`src/rtl/hazard_stall_ctrl_pkg.sv`:
```
`default_nettype none
// ============================================================================
// Module      : hazard_stall_ctrl_pkg
// Description : Shared definitions for the pipeline hazard/stall controller.
//               Holds the forwarding select codes, the halt FSM encoding and
//               the scoreboard entry type.
// Ports       : none (package)
// Revision    : 1.0 - initial release
// ============================================================================
package hazard_stall_ctrl_pkg;

  // Register index width carried in each scoreboard entry.
  localparam int RF_IDX_W = 5;

  // Operand source select codes (nearest producer has the lowest code).
  localparam logic [1:0] FWD_RF  = 2'b00;
  localparam logic [1:0] FWD_EX  = 2'b01;
  localparam logic [1:0] FWD_MEM = 2'b10;
  localparam logic [1:0] FWD_WB  = 2'b11;

  // Debug halt / drain FSM.
  typedef enum logic [1:0] {
    ST_RUN    = 2'b00,
    ST_DRAIN  = 2'b01,
    ST_HALTED = 2'b10
  } state_t;

  // One in-flight register write, tracked per pipeline stage.
  typedef struct packed {
    logic                valid;
    logic [RF_IDX_W-1:0] rd;
    logic                is_load;
  } sb_entry_t;

endpackage
`default_nettype wire

```
`src/rtl/hazard_stall_ctrl_if.sv`:
```
`default_nettype none
// ============================================================================
// Module      : hazard_stall_ctrl_if
// Description : Bundle between the pipeline datapath and the hazard/stall
//               controller.
// Ports       : master - pipeline side: drives ID-stage decode info, branch
//                        resolution and halt request; receives enables,
//                        flush/bubble, forwarding selects and status.
//               slave  - controller side (mirror of master).
// Revision    : 1.0 - initial release
// ============================================================================
interface hazard_stall_ctrl_if #(
  parameter int REG_W = 5,
  parameter int CNT_W = 16
);
  logic [REG_W-1:0] ID_rs1;
  logic [REG_W-1:0] ID_rs2;
  logic             ID_rs1_used;
  logic             ID_rs2_used;
  logic [REG_W-1:0] ID_rd;
  logic             ID_RF_Enable;
  logic             ID_Load_Instr;
  logic             EX_Branch_Taken;
  logic             Halt_Req;
  logic             PC_LE;
  logic             IFID_LE;
  logic             IFID_Flush;
  logic             IDEX_Bubble;
  logic [1:0]       FWD_A;
  logic [1:0]       FWD_B;
  logic             Halted;
  logic [CNT_W-1:0] Stall_Count;
  logic [CNT_W-1:0] Flush_Count;

  modport master (
    output ID_rs1, ID_rs2, ID_rs1_used, ID_rs2_used, ID_rd, ID_RF_Enable,
           ID_Load_Instr, EX_Branch_Taken, Halt_Req,
    input  PC_LE, IFID_LE, IFID_Flush, IDEX_Bubble, FWD_A, FWD_B, Halted,
           Stall_Count, Flush_Count
  );

  modport slave (
    input  ID_rs1, ID_rs2, ID_rs1_used, ID_rs2_used, ID_rd, ID_RF_Enable,
           ID_Load_Instr, EX_Branch_Taken, Halt_Req,
    output PC_LE, IFID_LE, IFID_Flush, IDEX_Bubble, FWD_A, FWD_B, Halted,
           Stall_Count, Flush_Count
  );
endinterface
`default_nettype wire

```
`src/rtl/hazard_stall_ctrl_sb_match.sv`:
```
`default_nettype none
// ============================================================================
// Module      : hazard_sb_match
// Description : Combinational comparator of one ID source operand against the
//               EX/MEM/WB scoreboard entries. Returns the per-stage match
//               vector and the nearest-first forward select.
// Ports       : i_rs, i_rs_used          - operand index and read flag
//               i_sb_ex/i_sb_mem/i_sb_wb - scoreboard entries
//               o_match                  - {WB, MEM, EX} match bits
//               o_fwd                    - operand source select
// Revision    : 1.0 - initial release
// ============================================================================
module hazard_sb_match
  import hazard_stall_ctrl_pkg::*;
#(
  parameter int REG_W = RF_IDX_W
) (
  input  logic [REG_W-1:0] i_rs,
  input  logic             i_rs_used,
  input  sb_entry_t        i_sb_ex,
  input  sb_entry_t        i_sb_mem,
  input  sb_entry_t        i_sb_wb,
  output logic [2:0]       o_match,
  output logic [1:0]       o_fwd
);

  // x0 is hard-wired zero, so it never depends on an in-flight write.
  logic w_live;
  assign w_live = i_rs_used & (i_rs != '0);

  assign o_match[0] = w_live & i_sb_ex.valid  & (i_sb_ex.rd  == i_rs);
  assign o_match[1] = w_live & i_sb_mem.valid & (i_sb_mem.rd == i_rs);
  assign o_match[2] = w_live & i_sb_wb.valid  & (i_sb_wb.rd  == i_rs);

  always_comb begin
    o_fwd = FWD_RF;
    if (o_match[0]) begin
      // Load data is not ready in EX; the caller stalls, so nothing to forward.
      o_fwd = i_sb_ex.is_load ? FWD_RF : FWD_EX;
    end else if (o_match[1]) begin
      o_fwd = FWD_MEM;
    end else if (o_match[2]) begin
      o_fwd = FWD_WB;
    end
  end

endmodule
`default_nettype wire

```
`src/rtl/hazard_stall_ctrl.sv`:
```
`default_nettype none
// ============================================================================
// Module      : hazard_stall_ctrl
// Description : Pipeline sequencing controller. Tracks in-flight writes in a
//               3-entry EX/MEM/WB scoreboard, generates forwarding selects,
//               load-use stalls, branch flushes and a debug halt/drain FSM,
//               plus saturating stall/flush event counters.
// Ports       : clk   - rising-edge clock
//               Reset - synchronous active-low reset
//               bus   - controller side of hazard_stall_ctrl_if
// Revision    : 1.0 - initial release
// ============================================================================
module hazard_stall_ctrl
  import hazard_stall_ctrl_pkg::*;
#(
  parameter int CNT_W = 16,
  parameter int REG_W = RF_IDX_W
) (
  input  logic                clk,
  input  logic                Reset,
  hazard_stall_ctrl_if.slave  bus
);

  sb_entry_t        r_sb_ex, r_sb_mem, r_sb_wb;
  state_t           r_state;
  logic [CNT_W-1:0] r_stall_cnt, r_flush_cnt;

  sb_entry_t  w_sb_ex_nxt;
  state_t     w_state_nxt;
  logic [2:0] w_match_a, w_match_b;
  logic [1:0] w_fwd_a, w_fwd_b;
  logic       w_load_use, w_stall_evt, w_sb_idle;
  logic       w_pc_le, w_ifid_le, w_ifid_flush, w_idex_bubble;

  hazard_sb_match #(.REG_W(REG_W)) u_match_a (
    .i_rs     (bus.ID_rs1),
    .i_rs_used(bus.ID_rs1_used),
    .i_sb_ex  (r_sb_ex),
    .i_sb_mem (r_sb_mem),
    .i_sb_wb  (r_sb_wb),
    .o_match  (w_match_a),
    .o_fwd    (w_fwd_a)
  );

  hazard_sb_match #(.REG_W(REG_W)) u_match_b (
    .i_rs     (bus.ID_rs2),
    .i_rs_used(bus.ID_rs2_used),
    .i_sb_ex  (r_sb_ex),
    .i_sb_mem (r_sb_mem),
    .i_sb_wb  (r_sb_wb),
    .o_match  (w_match_b),
    .o_fwd    (w_fwd_b)
  );

  assign w_load_use  = (w_match_a[0] | w_match_b[0]) & r_sb_ex.is_load;
  // A taken branch discards the instruction in ID, so its hazard is moot.
  assign w_stall_evt = w_load_use & ~bus.EX_Branch_Taken;
  assign w_sb_idle   = ~(r_sb_ex.valid | r_sb_mem.valid | r_sb_wb.valid);
  assign w_sb_ex_nxt = {bus.ID_RF_Enable & (bus.ID_rd != '0), bus.ID_rd,
                        bus.ID_Load_Instr};

  // FSM state register
  always_ff @(posedge clk) begin
    if (!Reset) begin
      r_state <= ST_RUN;
    end else begin
      r_state <= w_state_nxt;
    end
  end

  // Next state and pipeline control outputs
  always_comb begin
    w_state_nxt   = r_state;
    w_pc_le       = 1'b1;
    w_ifid_le     = 1'b1;
    w_ifid_flush  = 1'b0;
    w_idex_bubble = 1'b0;

    if (!Reset) begin
      w_pc_le       = 1'b0;
      w_ifid_le     = 1'b0;
      w_ifid_flush  = 1'b1;
      w_idex_bubble = 1'b1;
    end else if (bus.EX_Branch_Taken) begin
      // PC takes the branch target while the wrong-path fetch is squashed.
      w_ifid_le     = 1'b0;
      w_ifid_flush  = 1'b1;
      w_idex_bubble = 1'b1;
    end else if (w_load_use || (r_state != ST_RUN)) begin
      w_pc_le       = 1'b0;
      w_ifid_le     = 1'b0;
      w_idex_bubble = 1'b1;
    end

    case (r_state)
      ST_RUN: begin
        if (bus.Halt_Req && !bus.EX_Branch_Taken) w_state_nxt = ST_DRAIN;
      end
      ST_DRAIN: begin
        if (!bus.Halt_Req)  w_state_nxt = ST_RUN;
        else if (w_sb_idle) w_state_nxt = ST_HALTED;
      end
      ST_HALTED: begin
        if (!bus.Halt_Req) w_state_nxt = ST_RUN;
      end
      default: w_state_nxt = ST_RUN;
    endcase
  end

  // Scoreboard shift and saturating event counters
  always_ff @(posedge clk) begin
    if (!Reset) begin
      r_sb_ex     <= '0;
      r_sb_mem    <= '0;
      r_sb_wb     <= '0;
      r_stall_cnt <= '0;
      r_flush_cnt <= '0;
    end else begin
      r_sb_wb  <= r_sb_mem;
      r_sb_mem <= r_sb_ex;
      r_sb_ex  <= w_idex_bubble ? '0 : w_sb_ex_nxt;
      if (bus.EX_Branch_Taken && (r_flush_cnt != '1))
        r_flush_cnt <= r_flush_cnt + CNT_W'(1);
      if (w_stall_evt && (r_stall_cnt != '1))
        r_stall_cnt <= r_stall_cnt + CNT_W'(1);
    end
  end

  assign bus.PC_LE       = w_pc_le;
  assign bus.IFID_LE     = w_ifid_le;
  assign bus.IFID_Flush  = w_ifid_flush;
  assign bus.IDEX_Bubble = w_idex_bubble;
  assign bus.FWD_A       = Reset ? w_fwd_a : FWD_RF;
  assign bus.FWD_B       = Reset ? w_fwd_b : FWD_RF;
  assign bus.Halted      = Reset & (r_state == ST_HALTED);
  assign bus.Stall_Count = r_stall_cnt;
  assign bus.Flush_Count = r_flush_cnt;

endmodule
`default_nettype wire

```
`src/flat_wrapper.sv`:
```
// flat-port wrapper written by rule: the top's interface ports become plain ports
module hazard_stall_ctrl_flat import hazard_stall_ctrl_pkg::*;
#(
  parameter int CNT_W = 16,
  parameter int REG_W = RF_IDX_W
)
  (clk, Reset, bus_ID_rs1, bus_ID_rs2, bus_ID_rs1_used, bus_ID_rs2_used, bus_ID_rd, bus_ID_RF_Enable, bus_ID_Load_Instr, bus_EX_Branch_Taken, bus_Halt_Req, bus_PC_LE, bus_IFID_LE, bus_IFID_Flush, bus_IDEX_Bubble, bus_FWD_A, bus_FWD_B, bus_Halted, bus_Stall_Count, bus_Flush_Count);
  hazard_stall_ctrl_if #(.REG_W(REG_W), .CNT_W(CNT_W)) bus_i ();
  input  logic clk;
  input  logic Reset;
  input wire logic [$bits(bus_i.ID_rs1)-1:0] bus_ID_rs1;
  input wire logic [$bits(bus_i.ID_rs2)-1:0] bus_ID_rs2;
  input wire logic [$bits(bus_i.ID_rs1_used)-1:0] bus_ID_rs1_used;
  input wire logic [$bits(bus_i.ID_rs2_used)-1:0] bus_ID_rs2_used;
  input wire logic [$bits(bus_i.ID_rd)-1:0] bus_ID_rd;
  input wire logic [$bits(bus_i.ID_RF_Enable)-1:0] bus_ID_RF_Enable;
  input wire logic [$bits(bus_i.ID_Load_Instr)-1:0] bus_ID_Load_Instr;
  input wire logic [$bits(bus_i.EX_Branch_Taken)-1:0] bus_EX_Branch_Taken;
  input wire logic [$bits(bus_i.Halt_Req)-1:0] bus_Halt_Req;
  output wire logic [$bits(bus_i.PC_LE)-1:0] bus_PC_LE;
  output wire logic [$bits(bus_i.IFID_LE)-1:0] bus_IFID_LE;
  output wire logic [$bits(bus_i.IFID_Flush)-1:0] bus_IFID_Flush;
  output wire logic [$bits(bus_i.IDEX_Bubble)-1:0] bus_IDEX_Bubble;
  output wire logic [$bits(bus_i.FWD_A)-1:0] bus_FWD_A;
  output wire logic [$bits(bus_i.FWD_B)-1:0] bus_FWD_B;
  output wire logic [$bits(bus_i.Halted)-1:0] bus_Halted;
  output wire logic [$bits(bus_i.Stall_Count)-1:0] bus_Stall_Count;
  output wire logic [$bits(bus_i.Flush_Count)-1:0] bus_Flush_Count;
  assign bus_i.ID_rs1 = bus_ID_rs1;
  assign bus_i.ID_rs2 = bus_ID_rs2;
  assign bus_i.ID_rs1_used = bus_ID_rs1_used;
  assign bus_i.ID_rs2_used = bus_ID_rs2_used;
  assign bus_i.ID_rd = bus_ID_rd;
  assign bus_i.ID_RF_Enable = bus_ID_RF_Enable;
  assign bus_i.ID_Load_Instr = bus_ID_Load_Instr;
  assign bus_i.EX_Branch_Taken = bus_EX_Branch_Taken;
  assign bus_i.Halt_Req = bus_Halt_Req;
  assign bus_PC_LE = bus_i.PC_LE;
  assign bus_IFID_LE = bus_i.IFID_LE;
  assign bus_IFID_Flush = bus_i.IFID_Flush;
  assign bus_IDEX_Bubble = bus_i.IDEX_Bubble;
  assign bus_FWD_A = bus_i.FWD_A;
  assign bus_FWD_B = bus_i.FWD_B;
  assign bus_Halted = bus_i.Halted;
  assign bus_Stall_Count = bus_i.Stall_Count;
  assign bus_Flush_Count = bus_i.Flush_Count;
  hazard_stall_ctrl #(.CNT_W(CNT_W), .REG_W(REG_W)) u_core (.clk(clk), .Reset(Reset), .bus(bus_i));
endmodule
```
`config.mk`:
```
export PLATFORM = sky130hd
export DESIGN_NAME = hazard_stall_ctrl_flat
export DESIGN_NICKNAME = d
export VERILOG_FILES = /design/src/rtl/hazard_stall_ctrl_pkg.sv /design/src/rtl/hazard_stall_ctrl_if.sv /design/src/rtl/hazard_stall_ctrl_sb_match.sv /design/src/rtl/hazard_stall_ctrl.sv /design/src/flat_wrapper.sv
export SDC_FILE = /design/constraint.sdc
export NUM_CORES = 1
export LEC_CHECK = 0
export ABC_AREA = 1
export CORE_ASPECT_RATIO = 1.2
export CORE_MARGIN = 2
export CORE_UTILIZATION = 40
export CTS_CLUSTER_DIAMETER = 150
export CTS_CLUSTER_SIZE = 28
export DETAILED_ROUTE_END_ITERATION = 6
export PLACE_DENSITY_LB_ADDON = 0.3
export SLEW_MARGIN = 30
export SYNTH_ARGS = -nofsm -noshare
export SYNTH_HDL_FRONTEND = slang
export SYNTH_SLANG_ARGS = --single-unit
```
`constraint.sdc`:
```
create_clock -name clk -period 2 [get_ports clk]
set_clock_uncertainty 0.1 [all_clocks]
set_input_delay 0.4 -clock clk [delete_from_list [all_inputs] [get_ports clk]]
set_output_delay 0.4 -clock clk [all_outputs]
set_load 0.005 [all_outputs]
```
# Word-level counts from Yosys, hierarchy flattened
# Index checks and enable logic that the tools add are counted.
[op_classes]
add_sub_neg = 2
eq_ne = 13
n_mux = 24
bitwise = 23
reduce_logical = 12
[ops]
columns = ["cell", "count"]
rows = [
  ["16-bit by 1-bit adder with 16-bit output, second input constant", 2],
  ["16-bit != test, second input constant", 2],
  ["5-bit equality test", 6],
  ["2-bit 2-to-1 mux", 12],
  ["1-bit AND", 18],
  ["5-bit nonzero test", 3],
  ["1-bit 2-to-1 mux", 11],
  ["2-bit one-hot mux with 3 select lines", 1],
  ["1-bit logical AND", 3],
  ["3-bit != test, second input constant", 1],
  ["1-bit OR", 3],
  ["3-bit AND reduction", 1],
  ["2-bit by 1-bit equality test with 1-bit output, second input constant", 1],
  ["2-bit equality test, second input constant", 1],
  ["2-bit logical NOT", 1],
  ["2-bit by 1-bit != test with 1-bit output, second input constant", 1],
  ["2-bit != test, second input constant", 1],
  ["1-bit inverter", 2],
  ["2-bit nonzero test", 1],
  ["2-bit OR reduction", 1],
  ["1-bit logical NOT", 1],
  ["1-bit logical OR", 1],
]
[word_totals]
regBits = 53
input_bits = 23
out_inout_bits = 41

# Logic depth before layout (Yosys ltp)
# Gate-level depths: netlist (run 1).
[depth]
ltp_word = 11
depth_mapped = 12

# Modules after synthesis
# From an unflattened synthesis (run 1), not the netlist that was laid out.
[unflattened]
hier_cells = 588
hier_area_um2 = 3547.2
[by_module_without_submodules]
columns = ["module", "instances", "cells_per_inst", "area_each_um2"]
rows = [
  ["hazard_stall_ctrl", 1, 394, 2676.3],
  ["hazard_sb_match", 2, 97, 435.4],
]

# Worst setup path before layout (run 1)
# Ideal clock, no wire load.
[synth_timing]
path_kind = "input -> output"
from = "input bus_ID_rs1[3]"
to = "output bus_IDEX_Bubble"
arrival_time_ps = 1173
slack_ps = 327
path_stages = 8
path_buffers = 0
cell_sequence = "nor2_1 -> nand3b_1 -> nand2_1 -> inv_1 -> nand4_1 -> nand3_1 -> nor2_1 -> inv_2"
[synth_between]
elab_chain_len = 10
elab_cells_between_ends = 11
cone_classes = "1 x eq/ne; 3 x mux; 5 x bitwise; 2 x reduce/logical"
[synth_lines]
columns = ["element", "line_no", "text"]
rows = [
  ["start: declaration", "flat_wrapper.sv:11", "input wire logic [$bits(bus_i.ID_rs1)-1:0] bus_ID_rs1;"],
  ["5-bit nonzero test", "hazard_stall_ctrl_sb_match.sv:29", "assign w_live = i_rs_used & (i_rs != '0);"],
  ["1-bit AND", "hazard_stall_ctrl_sb_match.sv:29", ""],
  ["1-bit AND", "hazard_stall_ctrl_sb_match.sv:31", "assign o_match[0] = w_live & i_sb_ex.valid & (i_sb_ex.rd == i_rs);"],
  ["1-bit AND *", "hazard_stall_ctrl_sb_match.sv:31", ""],
  ["1-bit OR *", "hazard_stall_ctrl.sv:55", "assign w_load_use = (w_match_a[0] | w_match_b[0]) & r_sb_ex.is_load;"],
  ["1-bit AND *", "hazard_stall_ctrl.sv:55", ""],
  ["1-bit logical OR *", "hazard_stall_ctrl.sv:89", "end else if (w_load_use || (r_state != ST_RUN)) begin"],
  ["1-bit 2-to-1 mux *", "hazard_stall_ctrl.sv:89", ""],
  ["1-bit 2-to-1 mux *", "hazard_stall_ctrl.sv:84", "end else if (bus.EX_Branch_Taken) begin"],
  ["1-bit 2-to-1 mux *", "hazard_stall_ctrl.sv:79", "if (!Reset) begin"],
  ["end: declaration", "flat_wrapper.sv:23", "output wire logic [$bits(bus_i.IDEX_Bubble)-1:0] bus_IDEX_Bubble;"],
]
# Every way passes the cells marked *; elsewhere a longest branch is shown, timed or not.

# Worst setup path after layout (run 1)
[layout_timing]
from = "input bus_ID_rs2[2]"
to = "output bus_PC_LE"
[layout_between]
elab_chain_len = 10
elab_cells_between_ends = 11
cone_classes = "1 x eq/ne; 3 x mux; 5 x bitwise; 2 x reduce/logical"
[layout_lines]
columns = ["element", "line_no", "text"]
rows = [
  ["start: declaration", "flat_wrapper.sv:12", "input wire logic [$bits(bus_i.ID_rs2)-1:0] bus_ID_rs2;"],
  ["5-bit nonzero test", "hazard_stall_ctrl_sb_match.sv:29", ""],
  ["1-bit AND", "hazard_stall_ctrl_sb_match.sv:29", ""],
  ["1-bit AND", "hazard_stall_ctrl_sb_match.sv:31", ""],
  ["1-bit AND *", "hazard_stall_ctrl_sb_match.sv:31", ""],
  ["1-bit OR *", "hazard_stall_ctrl.sv:55", ""],
  ["1-bit AND *", "hazard_stall_ctrl.sv:55", ""],
  ["1-bit logical OR *", "hazard_stall_ctrl.sv:89", ""],
  ["1-bit 2-to-1 mux *", "hazard_stall_ctrl.sv:89", ""],
  ["1-bit 2-to-1 mux *", "hazard_stall_ctrl.sv:84", ""],
  ["1-bit 2-to-1 mux *", "hazard_stall_ctrl.sv:79", ""],
  ["end: declaration", "flat_wrapper.sv:20", "output wire logic [$bits(bus_i.PC_LE)-1:0] bus_PC_LE;"],
]
# Marks and branches as above.

==> run metrics, run 1 <==
grt total ovfl=0; Hold-fix buffers, CTS=0; Final Hold Vio Count=0; Max-Cap Viols=0; Post-DP Area=0.00429 sq mm; placer congestion estimate=0.898; placement row count=35; Slew Viols, Final=0; total CTS buffers=5; TNS Setup=-999 ps; register area=0.00109 sq mm; routed vias=3,658; detailed-route DRC error count=0; VDD IR-drop max=318 uV; Reg clk slew, reported paths=100 ps; main combinational cell family by area after synthesis=simple AND/OR/NAND/NOR gates; IO buf count=63; crit share post-route=1.11; Critical Path Sink Type=primary output; Final min period=2220 ps; Routed Antenna Nets=0; Seq/Total Area, Yosys=0.329; Die Area=0.00879 sq mm; Synth-to-Final Area Change=46.9%; Antenna Cells=0; Worst-Skew Late Latency=320 ps; Req. time, crit path=1500 ps; commonest non-fill, non-tap cell in the layout=nand2_1; final layout net count=672; layout cells sized above 1=0.236; Post-Route Hold Slack=357 ps; Post-Syn Nets=554; routed length per instance=12.4 um; Final Power=2.08 mW; io pins=64; Post-Synth XOR/XNOR Area=0.0489; post-synthesis compound-gate area fraction=0.0652; Slowest-stage cell, CP=clkdlybuf4s15_2; clock buffer depth=2; routed wire length=9180 um; Min-Delay Path Class=flop to flop; Fmax=450 MHz; Non-Filler Instances=740; status=finished with violations; Post-Syn Instances=529; Static Leakage=2.14 nW; PnR worst setup slack=-222 ps; synthesized cell area=0.00322 sq mm; Cells after DPL=721; crit-path cells=clkdlybuf4s15_2 -> nor2_1 -> nand3_1 -> nand2_1 -> inv_2 -> nand4_1 -> nand3_2 -> buf_4 -> a21oi_2 -> buf_2; utilization after layout=0.611; antenna violations before repair=0; mux cell area share after synthesis=0; vias per cell=4.94; failing checks=setup timing; vias in the first global route=3,507; Yosys warnings=0; Starting Density=0.416; Post-Synth Adder-Cell Area=0.00776; DP Worst Slack=-882 ps; register bit total from synthesis=53; worst rel slew slack=0.771; worst-margin pin slew=343 ps; critical path class=primary input to primary output; first-pass detailed-route iteration total=4; Global Route Usage Sum=0.213; Die H=102 um; fillcell total=715; hpwl dp=6510 um; TritonCTS clock tree=yes; Die X=85.9 um; most frequent cells in the layout=135 x nand2_1, 95 x inv_1, 59 x nor2_1; final instance area=0.00474 sq mm; CP startpoint kind=primary input; Netlist cell types=35; CP max stage delay=250 ps; Synth Area in Simple Gates=0.403; initial drt markers=210; critical path fanouts, max=5; RSZ-0062 raised after global routing=yes; largest net degree at the start of global routing=32; crit path DAT=1720 ps; final setup vio count=7; multi-input logic area=0.00188 sq mm; Power Density=439 mW/mm^2; first-pass GRT wire length=15,200 um; synthesized area per cell=6.09 sq um; core area=0.00775 sq mm; CTS root buf=clkbuf_8; clock sinks=53; H-tree levels=2
logic make-up (layout without fill, tap and decap cells):
logic type,count (synthesis),after routing
AOI/OAI and AO/OA,39,39
xor gates and xnor gates,18,18
DFF,53,53
buffers and inverters,121,240
adders and majority gates,2,2
and+or+nand+nor,296,296
sequential cells by signal, indices dropped and copies added, names as in the netlist:
signal and flops:
u_core.r_sb_ex 7, u_core.r_sb_wb 6, u_core.bus.Stall_Count 16, u_core.bus.Flush_Count 16, u_core.r_state 2, u_core.r_sb_mem 6
critical path: cells and delay by family:
kind / cells / cell delay [ps]
simple gates: 5 / 560
buf+inv: 4 / 610
compound gates: 1 / 150
area by class of cell:
| type | instances | area share |
|---|---|---|
| clock buffers | 5 | 0.0145 |
| clock inverters | 3 | 0.00528 |
| inverters | 108 | 0.0867 |
| multi-input cells | 355 | 0.397 |
| flip-flops and latches | 53 | 0.229 |
| well taps | 92 | 0.0243 |
| repair buffers | 124 | 0.243 |
path summary, 6_finish.rpt:
check	from	to	slack, ps	depth (start not counted)
worst min register to register	u_core.r_sb_mem[3]$_SDFF_PN0_	u_core.r_sb_wb[3]$_SDFF_PN0_	360	2
worst min-delay path	u_core.r_sb_mem[3]$_SDFF_PN0_	u_core.r_sb_wb[3]$_SDFF_PN0_	360	2
worst max-delay path	bus_ID_rs2[2]	bus_PC_LE	-220	10
worst max register to register	u_core.r_sb_ex[4]$_SDFF_PP0_	u_core.bus.Stall_Count[9]$_SDFFE_PN0P_	140	13
layer usage:
metal | part of all wire | vias up | global-route usage
li1 | - | 1879 | -
met1 | 0.40 | 1650 | 0.240
met2 | 0.52 | 102 | 0.385
met3 | 0.048 | 27 | 0.0412
met4 | 0.032 | 0 | 0.0989
met5 | 0 | - | 0
synthesized netlist by cell type:
library cell	instances	area [sq um]
ha_1	2	25.0
xnor2_1	9	78.8
a211oi_1	1	7.51
inv_1	104	390
buf_2	4	20.0
o21ba_2	1	10.0
nand2_2	1	6.26
nor2_2	1	6.26
nor3_1	11	55.1
nor3_4	1	16.3
nand3b_1	2	15.0
buf_6	1	11.3
buf_1	1	3.75
o31ai_1	1	7.51
and3_1	2	12.5
nand2_1	142	533
o21ai_0	12	60.1
nand4_2	1	12.5
or2_2	1	6.26
dfxtp_1	53	1060
inv_2	4	15.0
a21oi_1	21	105
o211ai_1	1	7.51
clkbuf_1	6	22.5
nand4_1	28	175
nor2_1	65	244
nand3_2	1	10.0
xor2_1	9	78.8
o22ai_1	1	6.26
buf_4	1	7.51
a31oi_1	1	6.26
nor4_1	2	12.5
nor3b_1	1	7.51
and2_1	1	6.26
nand3_1	36	180
what timing repair did:
item	4_1_cts	5_1_grt
buffers inserted	18	2
pin swaps	30	23
endpoints found under the setup margin	25	28
cloned	3	0
gates resized for setup	100	40
where the power goes:
group / switching, mW / internal [mW] / total (mW) / leakage [nW]
clock: 0.395 / 0.254 / 0.649 / 0.0447
combinational: 0.174 / 0.166 / 0.340 / 1.66
sequential: 0.0201 / 1.07 / 1.09 / 0.436
Note: power is estimated with default switching activity, not from simulation.
==> run 2: changes to the inputs <==
--- a/config.mk
+++ b/config.mk
@@ -12,6 +12,7 @@
 export CTS_CLUSTER_DIAMETER = 150
 export CTS_CLUSTER_SIZE = 28
 export DETAILED_ROUTE_END_ITERATION = 6
+export GPL_ROUTABILITY_DRIVEN = 0
 export PLACE_DENSITY_LB_ADDON = 0.3
 export SLEW_MARGIN = 30
 export SYNTH_ARGS = -nofsm -noshare
==> run metrics, run 2 (same netlist as run 1, synthesis figures left out) <==
routed wire length=9420 um (+2.6%); commonest non-fill, non-tap cell in the layout=nand2_1; routed vias=3,742 (+2.3%); Slew Viols, Final=0 (unchanged); core area=0.00775 sq mm (unchanged); PnR worst setup slack=-201 ps (+21.2 ps); largest net degree at the start of global routing=32 (unchanged); CP bufs+invs=4 (unchanged); Post-DP Area=0.00428 sq mm (-0.35%); Die Area=0.00879 sq mm (unchanged); routed length per instance=12.6 um (+1.9%); r2r startpoint=u_core.r_sb_ex[1]$_SDFF_PP0_; failing checks=setup timing; worst-margin pin slew=349 ps (+6.12 ps); H-tree levels=2 (unchanged); final setup vio count=7 (unchanged); critical path depth=11 (+1); Die X=85.9 um (unchanged); Routed Antenna Nets=0 (unchanged); Reg clk slew, reported paths=100 ps (about the same); Worst-Skew Late Latency=320 ps (about the same); CTS root buf=clkbuf_8; CP startpoint kind=flop; total CTS buffers=5 (unchanged); Fmax=454 MHz (+0.96%); layout cells sized above 1=0.245 (+0.00929); io pins=64 (unchanged); initial drt markers=202 (-3.8%); critical path fanouts, max=4 (-1); final instance area=0.00473 sq mm (about the same); Worst Setup SP=u_core.r_sb_ex[5]$_SDFF_PP0_; switching power=579 uW (-1.7%); Synth-to-Final Area Change=46.8% (about the same); Reg power frac=0.500 (-0.025); final layout net count=676 (+0.60%); crit share post-route=1.10 (-0.0106); Hold-fix buffers, CTS=0 (unchanged); antenna violations before repair=1 (+1); largest delay contributor family on the critical path=buffers and inverters; Req. time, crit path=1500 ps (about the same); crit-path cells=inv_2 -> nand2_2 -> nand2_2 -> nand2_1 -> nor2_1 -> nand4_1 -> buf_4 -> nand3_4 -> buf_6 -> a21oi_2 -> buf_2; most frequent cells in the layout=126 x nand2_1, 93 x inv_1, 60 x nor2_1; Min-Delay Path Class=flop to flop; fillcell total=700 (-2.1%); Combinational Power Share=0.154 (-0.010); detailed-route DRC error count=0 (unchanged); clock buffer depth=2 (unchanged); reg2reg end=u_core.bus.Stall_Count[13]$_SDFFE_PN0P_; Starting Density=0.416 (unchanged); Pint=1.61 mW (+7.7%); utilization after layout=0.610 (about the same); first-pass GRT wire length=15,100 um (-1.1%); flop2flop setup slack=50 ps (-90 ps); critical path class=flop to primary output; grt total ovfl=0 (unchanged); Slowest-stage cell, CP=dfxtp_4; placement row count=35 (unchanged); Clock Power Share=0.346 (+0.034); vias in the first global route=3,461 (-1.3%); Global Route Usage Sum=0.213 (+0.000456); worst rel slew slack=0.765 (-0.00623); Static Leakage=2.19 nW (+2.3%); Final min period=2200 ps (-21.2 ps); IO buf count=63 (unchanged); worst r2r path cells=14 (+1); first-pass detailed-route iteration total=5 (+1); register area=0.00108 sq mm (-0.12%); crit-path most repeated cell=nand2_2; vias per cell=5.02 (+1.6%); Critical Path Sink Type=primary output; clock sinks=53 (unchanged); VDD IR-drop max=310 uV (-2.5%); multi-input logic area=0.00188 sq mm (about the same); Power Density=462 mW/mm^2 (+5.1%); TritonCTS clock tree=yes; CP max stage delay=420 ps (+170 ps); Final Power=2.19 mW (+5.0%); status=finished with violations; Max-Cap Viols=0 (unchanged); switch share=0.265 (-0.0183); Die H=102 um (unchanged); hpwl dp=6470 um (-0.64%); crit path DAT=1700 ps (-20 ps); RSZ-0062 raised after global routing=yes; CP Capture Point=bus_PC_LE; Final Hold Vio Count=0 (unchanged)
run 2: layout make-up:
| class | count | share of cell area |
|---|---|---|
| Antenna cell | 1 | 0.000529 |
| Clock buffer | 5 | 0.0145 |
| Clock inverter | 3 | 0.00978 |
| Inverter | 108 | 0.0857 |
| Multi-Input combinational cell | 355 | 0.397 |
| Sequential cell | 53 | 0.229 |
| Tap cell | 92 | 0.0243 |
| Timing Repair Buffer | 128 | 0.239 |
run 2: worst min-delay path by stage:
stage	startpoint	end	slack [ps]	depth (start not counted)
after global placement	u_core.r_sb_mem[1]$_SDFF_PN0_	u_core.r_sb_wb[1]$_SDFF_PN0_	350	2
after CTS	u_core.r_sb_mem[1]$_SDFF_PN0_	u_core.r_sb_wb[1]$_SDFF_PN0_	380	2
after floorplan	u_core.r_sb_mem[6]$_SDFF_PN0_	u_core.r_sb_wb[6]$_SDFF_PN0_	330	2
after global routing	u_core.r_sb_mem[3]$_SDFF_PN0_	u_core.r_sb_wb[3]$_SDFF_PN0_	400	2
after detailed placement	u_core.r_sb_mem[1]$_SDFF_PN0_	u_core.r_sb_wb[1]$_SDFF_PN0_	370	2
final	u_core.r_sb_mem[3]$_SDFF_PN0_	u_core.r_sb_wb[3]$_SDFF_PN0_	380	2
run 2: metrics by stage:
stage | setup TNS [ps] | std cells | hold slack (ps) | setup WS, ps
floorplan | 0 | 529 | 331 | 327
global placement | -13110 | 719 | 352 | -831
detailed placement | -14060 | 719 | 366 | -851
CTS | -1240 | 744 | 379 | -193
global route | -1970 | 745 | 404 | -294
finish | -1060 | 745 | 376 | -201
run 2: what timing repair did:
action | in CTS | in global routing
gates cloned | 3 | 0
setup buffers | 17 | 4
setup endpoints to repair | 25 | 27
gates resized for setup | 118 | 39
pin swaps | 24 | 32
run 2: tightest hold or removal path: stages (launching register included):
cell and delay (ps):
dfxtp_1 350, nand2_1 70, inv_1 30
run 2: power groups by stage:
stage               sequential [mW]  clock [mW]  combinational [mW]
floorplan                      1.11           0               0.134
global placement               1.12           0               0.285
detailed placement             1.12           0               0.289
CTS                            1.09       0.770               0.318
global route                   1.09       0.821               0.366
finish                         1.09       0.757               0.337
run 2: layer usage:
metal | vias up | routed length [um] | global-route usage
met5 | - | 0 | 0
met3 | 29 | 489 | 0.0347
li1 | 1888 | - | -
met4 | 0 | 309 | 0.0928
met1 | 1684 | 3730 | 0.233
met2 | 141 | 4890 | 0.403
==> RTL change 1 (flow settings as in run 2) <==
Encoding of `state_t`: now one-hot (3 bits for 3 states).
--- a/src/rtl/hazard_stall_ctrl_pkg.sv
+++ b/src/rtl/hazard_stall_ctrl_pkg.sv
@@ -19,10 +19,10 @@
   localparam logic [1:0] FWD_WB  = 2'b11;
 
   // Debug halt / drain FSM.
-  typedef enum logic [1:0] {
-    ST_RUN    = 2'b00,
-    ST_DRAIN  = 2'b01,
-    ST_HALTED = 2'b10
+  typedef enum logic [2:0] {
+    ST_RUN    = 3'b001,
+    ST_DRAIN  = 3'b010,
+    ST_HALTED = 3'b100
   } state_t;
 
   // One in-flight register write, tracked per pipeline stage.
Check against the original RTL: no difference found for any inputs over 10 cycles, from zero or initial values and one cycle with Reset low; not proved beyond that.
==> RTL change 1 against run 2 <==
The run still ends with setup timing left. First-iteration DRC count is 65% lower. Cell area is 2.3% lower. Count of clock-buffer cells in the layout stayed put. Routed wire length is 3.0% lower. Worst setup slack better by 0.089 ns. Sequential cell count is 1 higher. Final cell count is 3.6% lower. Synthesized area is 2.3% higher.
Power is not compared: it rests on default switching activity, and its combinational part moved more than twofold at a synthesized area within 25%.
==> RTL change 1: results <==
[status]
outcome = finished, violations left
violations = setup timing

[logic_synthesis]
synthXorXnorAreaFrac = 0.05579
synth_fa_ha_area_frac = 0.007590
syn_area_per_cell_um2 = 6.427
synth_compound_area_frac = 0.06603
synthDistinctLibCells = 39
synth_common_cells = nand2_1, inv_1, nor2_1
yosysSeqAreaShare = 0.3279
syn_nets = 538
ys_top_cells_by_area = dfxtp_1, nand2_1, inv_1, nor2_1, nand4_1

[global_route]
grt_pass1_wl_mm = 14.81
track_usage = 0.2049
grt_max_degree = 36
first_global_vias = 3402
antenna_found_initial = 0

[detailed_routing]
avgViaCountPerCell = 4.928
drt_iter0_markers = 71
wire_per_inst_um = 12.72
dr.pass1.iters = 4

[sta]
layout_setup_ws_ns = -0.1119
timing.slew.headroom = 0.7500
setup_viol = 6

[worst_setup_path]
cp.arrival_ns = 1.61
path_delay_family = simple AND/OR/NAND/NOR gates
slowest_delay_ns = 0.37
cp_slowest_cell = dfxtp_2
critical_path.max_fanout = 3

[power]
leakagePower_nw = 2.106

[clocking]
cts.sinks = 54
clock_path_buffers = 2
htree_levels = 2

[finish]
drive_above_1_share = 0.2600
nets = 647
stdcell_count = 718
diodes = 0

[placed_design]
dp_cells = 702
dp.final_hpwl_mm = 6.581
-- RTL change 1: cell count changes after synthesis, moves of 3 or more --
cell / change
nand3_1: -11
nand2_1: -8
nor3_1: -5
inv_1: -15
nand4_1: -7
inv_2: +6
xor2_1: +4
nand3_2: +7
nor3_2: +3
clkbuf_1: -4
-- RTL change 1: logic make-up after synthesis --
kind of cell / Yosys count
AOI/OAI and AO/OA: 41
xor gates and xnor gates: 21
adders and majority gates: 2
DFF: 54
buffers and inverters: 112
and+or+nand+nor: 283
-- RTL change 1: power by group --
group          total [mW]  internal [mW]  switching (mW)  leakage (nW)
Clock               0.765          0.382           0.383        0.0563
Sequential           1.21           1.15          0.0629         0.444
Combinational       0.701          0.325           0.376          1.61
-- RTL change 1: worst register-to-register path, cell delays in order, from the launching register on --
cell and delay [ns]:
dfxtp_2 0.37, inv_2 0.05, nand2_1 0.08, o21ai_2 0.08
nor2_4 0.18, nand4_4 0.14, buf_4 0.17, buf_4 0.14
nand2_8 0.16, nand3_1 0.09, nand2_1 0.08, inv_1 0.04
nor2_1 0.09
-- RTL change 1: final timing paths --
| kind | start | endpoint | slack (ns) | cells past startpoint |
|---|---|---|---|---|
| worst min-delay path | u_core.r_sb_mem[6] | u_core.r_sb_wb[6] | 0.33 | 2 |
| worst max register to register | u_core.r_sb_ex[2] | u_core.bus.Stall_Count[8] | 0.18 | 12 |
| worst max-delay path | u_core.r_sb_ex[2] | bus_FWD_B[0] | -0.11 | 9 |
| worst min register to register | u_core.r_sb_mem[6] | u_core.r_sb_wb[6] | 0.33 | 2 |
-- RTL change 1: layout make-up --
class / count / area [um^2]
fill: 765 / 3438
multi-input combinational: 348 / 1953
sequential: 54 / 1105
timing repair buffer: 112 / 947.2
inverter: 101 / 382.9
tap: 95 / 118.9
clock buffer: 5 / 68.82
clock inverter: 3 / 48.80
-- RTL change 1: what timing repair did --
action,in CTS,in global routing
buffers inserted,7,0
hold buffers,0,0
pin swaps,17,22
gates cloned,0,1
gates resized for setup,83,47
endpoints found under the setup margin,18,23
-- RTL change 1: through the flow --
| stage | cell area (um^2) | setup WS [ns] | TNS [ns] | util | total power [mW] |
|---|---|---|---|---|---|
| global route | 4624 | -0.1681 | -0.8150 | 0.5736 | 2.820 |
| CTS | 4557 | -0.2425 | -1.015 | 0.5652 | 2.636 |
| floorplan | 3297 | 0.3408 | 0 | - | 1.498 |
| global placement | 4284 | -0.8163 | -12.07 | 0.5313 | 1.796 |
| detailed placement | 4284 | -0.8266 | -12.75 | 0.5313 | 1.808 |
| finish | 4624 | -0.1119 | -0.3209 | 0.5736 | 2.675 |
-- RTL change 1: routing by layer --
metal,wire length (um),GRT usage
met1,4072,0.2417
met2,4551,0.3676
met3,308,0.03175
met4,203,0.08654
met5,0,0
==> RTL change 2 (config.mk and constraints of run 2) <==
Without the edit above. `CNT_W` is set to 16 in 3 places; all go to 32.
--- a/src/rtl/hazard_stall_ctrl_if.sv
+++ b/src/rtl/hazard_stall_ctrl_if.sv
@@ -11,7 +11,7 @@
 // ============================================================================
 interface hazard_stall_ctrl_if #(
   parameter int REG_W = 5,
-  parameter int CNT_W = 16
+  parameter int CNT_W = 32
 );
   logic [REG_W-1:0] ID_rs1;
   logic [REG_W-1:0] ID_rs2;
--- a/src/rtl/hazard_stall_ctrl.sv
+++ b/src/rtl/hazard_stall_ctrl.sv
@@ -13,7 +13,7 @@
 module hazard_stall_ctrl
   import hazard_stall_ctrl_pkg::*;
 #(
-  parameter int CNT_W = 16,
+  parameter int CNT_W = 32,
   parameter int REG_W = RF_IDX_W
 ) (
   input  logic                clk,
--- a/src/flat_wrapper.sv
+++ b/src/flat_wrapper.sv
@@ -1,7 +1,7 @@
 // flat-port wrapper written by rule: the top's interface ports become plain ports
 module hazard_stall_ctrl_flat import hazard_stall_ctrl_pkg::*;
 #(
-  parameter int CNT_W = 16,
+  parameter int CNT_W = 32,
   parameter int REG_W = RF_IDX_W
 )
   (clk, Reset, bus_ID_rs1, bus_ID_rs2, bus_ID_rs1_used, bus_ID_rs2_used, bus_ID_rd, bus_ID_RF_Enable, bus_ID_Load_Instr, bus_EX_Branch_Taken, bus_Halt_Req, bus_PC_LE, bus_IFID_LE, bus_IFID_Flush, bus_IDEX_Bubble, bus_FWD_A, bus_FWD_B, bus_Halted, bus_Stall_Count, bus_Flush_Count);
Ports: changed (resized bus_Flush_Count and bus_Stall_Count); port bits go from 64 to 96. No check against the original RTL was run, so the function may have changed too.
==> RTL change 2 against run 2 <==
The run still ends with setup timing left. Sequential cell count up 32. Sequential share of layout area rose by 0.15 points. Routed wire length up 78%. Worst setup slack improved by 0.053 ns. Highest routed layer unchanged. Final cell count up 62%. Clock power is 130% higher. Synthesized area grew 64%. Via count up 63%. Power up 73%. Synthesized cell count grew 62%. Cell area up 59%. Critical path depth shrank 5.
==> RTL change 2: results <==
[sta]
setup_viol = 7
worst_pin_slew_ns = 0.4678
layout_setup_ws_ns = -0.1480
tns_ns = -0.9261

[worst_setup_path]
r2r_start = u_core.bus.Flush_Count[15]
timing.rr.end = u_core.bus.Flush_Count[31]
critical_path.max_fanout = 3
r2r_setup_slack_ns = 0.12

[global_route]
grt_pass1_wl_mm = 26.46
first_global_vias = 5633
use_met3 = 0.04645
grt_max_degree = 41
use_met2 = 0.4063

[status]
outcome = finished, violations left
violations = setup timing

[finish]
nets = 1056
drive_above_1_share = 0.1988
n_fill_cell = 1245

[placed_design]
placed_cell_area_um2 = 6967
dp.final_hpwl_mm = 12.49
pre_cts_ws_ns = -0.8380
port_buffers = 95

[logic_synthesis]
yosysSeqAreaShare = 0.3215
synthXorXnorAreaFrac = 0.06785
synthDistinctLibCells = 37
syn_nets = 881
synth_fa_ha_area_frac = 0.004728
synth_common_cells = nand2_1, nor2_1, inv_1

[clocking]
numCtsBuffers = 9
htree_levels = 3
cts_root_buf = clkbuf_16
clock_latency_ns = 0.36
path_clk_slew_ns = 0.07

[power]
ir_worst_vdd_v = 0.0004629
leakagePower_nw = 3.064

[min_path]
hold_path_end = u_core.r_sb_wb[6]
hp-start = u_core.r_sb_mem[6]

[detailed_routing]
wl_met1_mm = 7.061
met3_length_um = 855
drt_iter0_markers = 298
drt_wl_total_mm = 16.76
avgViaCountPerCell = 5.066
met2_length_mm = 8.310
==> RTL change 2: through the flow <==
step                cells    util  hold slack (ns)
floorplan             856       -           0.3206
detailed placement   1179  0.5332           0.3383
global route         1204  0.5747           0.3836
finish               1205  0.5749           0.3471
global placement     1179  0.5332           0.3369
CTS                  1201  0.5645           0.3505
==> RTL change 2: what timing repair did <==
action                                  in CTS  in global routing
setup buffers                                7                  3
gates resized for setup                     95                 53
hold buffers                                 0                  0
endpoints found under the setup margin      40                 67
pin swaps                                   20                 27
==> RTL change 2: how the worst max path moves through the flow <==
stage,start,slack (ns),to
finish,u_core.r_sb_mem[3],-0.15,bus_FWD_A[0]
global route,u_core.r_sb_wb[3],-0.26,bus_FWD_A[1]
floorplan,u_core.bus.Stall_Count[0],0.11,u_core.bus.Stall_Count[10]
global placement,bus_ID_rs1[2],-0.82,bus_FWD_A[0]
CTS,u_core.r_sb_wb[3],-0.20,bus_FWD_A[1]
detailed placement,bus_ID_rs1[2],-0.84,bus_FWD_A[0]
==> RTL change 2: final cells by class <==
class,instances,area (um^2),area share
multi-input cells,653,3283,0.4371
flip-flops and latches,85,1733,0.2307
repair buffers,189,1637,0.2179
inverters,93,349.1,0.04648
clock buffers,9,225.2,0.02999
well taps,168,210.2,0.02799
clock inverters,7,71.32,0.009495
diodes,1,2.502,0.0003332
==> RTL change 2: power breakdown <==
part / switching, mW / total [mW] / internal (mW)
Clock: 0.825 / 1.72 / 0.892
Sequential: 0.0201 / 1.73 / 1.71
Combinational: 0.189 / 0.339 / 0.150
Total: 1.03 / 3.78 / 2.75
==> RTL change 2: worst max-delay path, cell delays in order, from the launching register on <==
cell     delay, ns
dfxtp_4       0.37
xor2_2        0.15
nor4_2        0.31
nand3_1       0.17
nand2_2       0.11
a21oi_2       0.05
buf_2         0.12
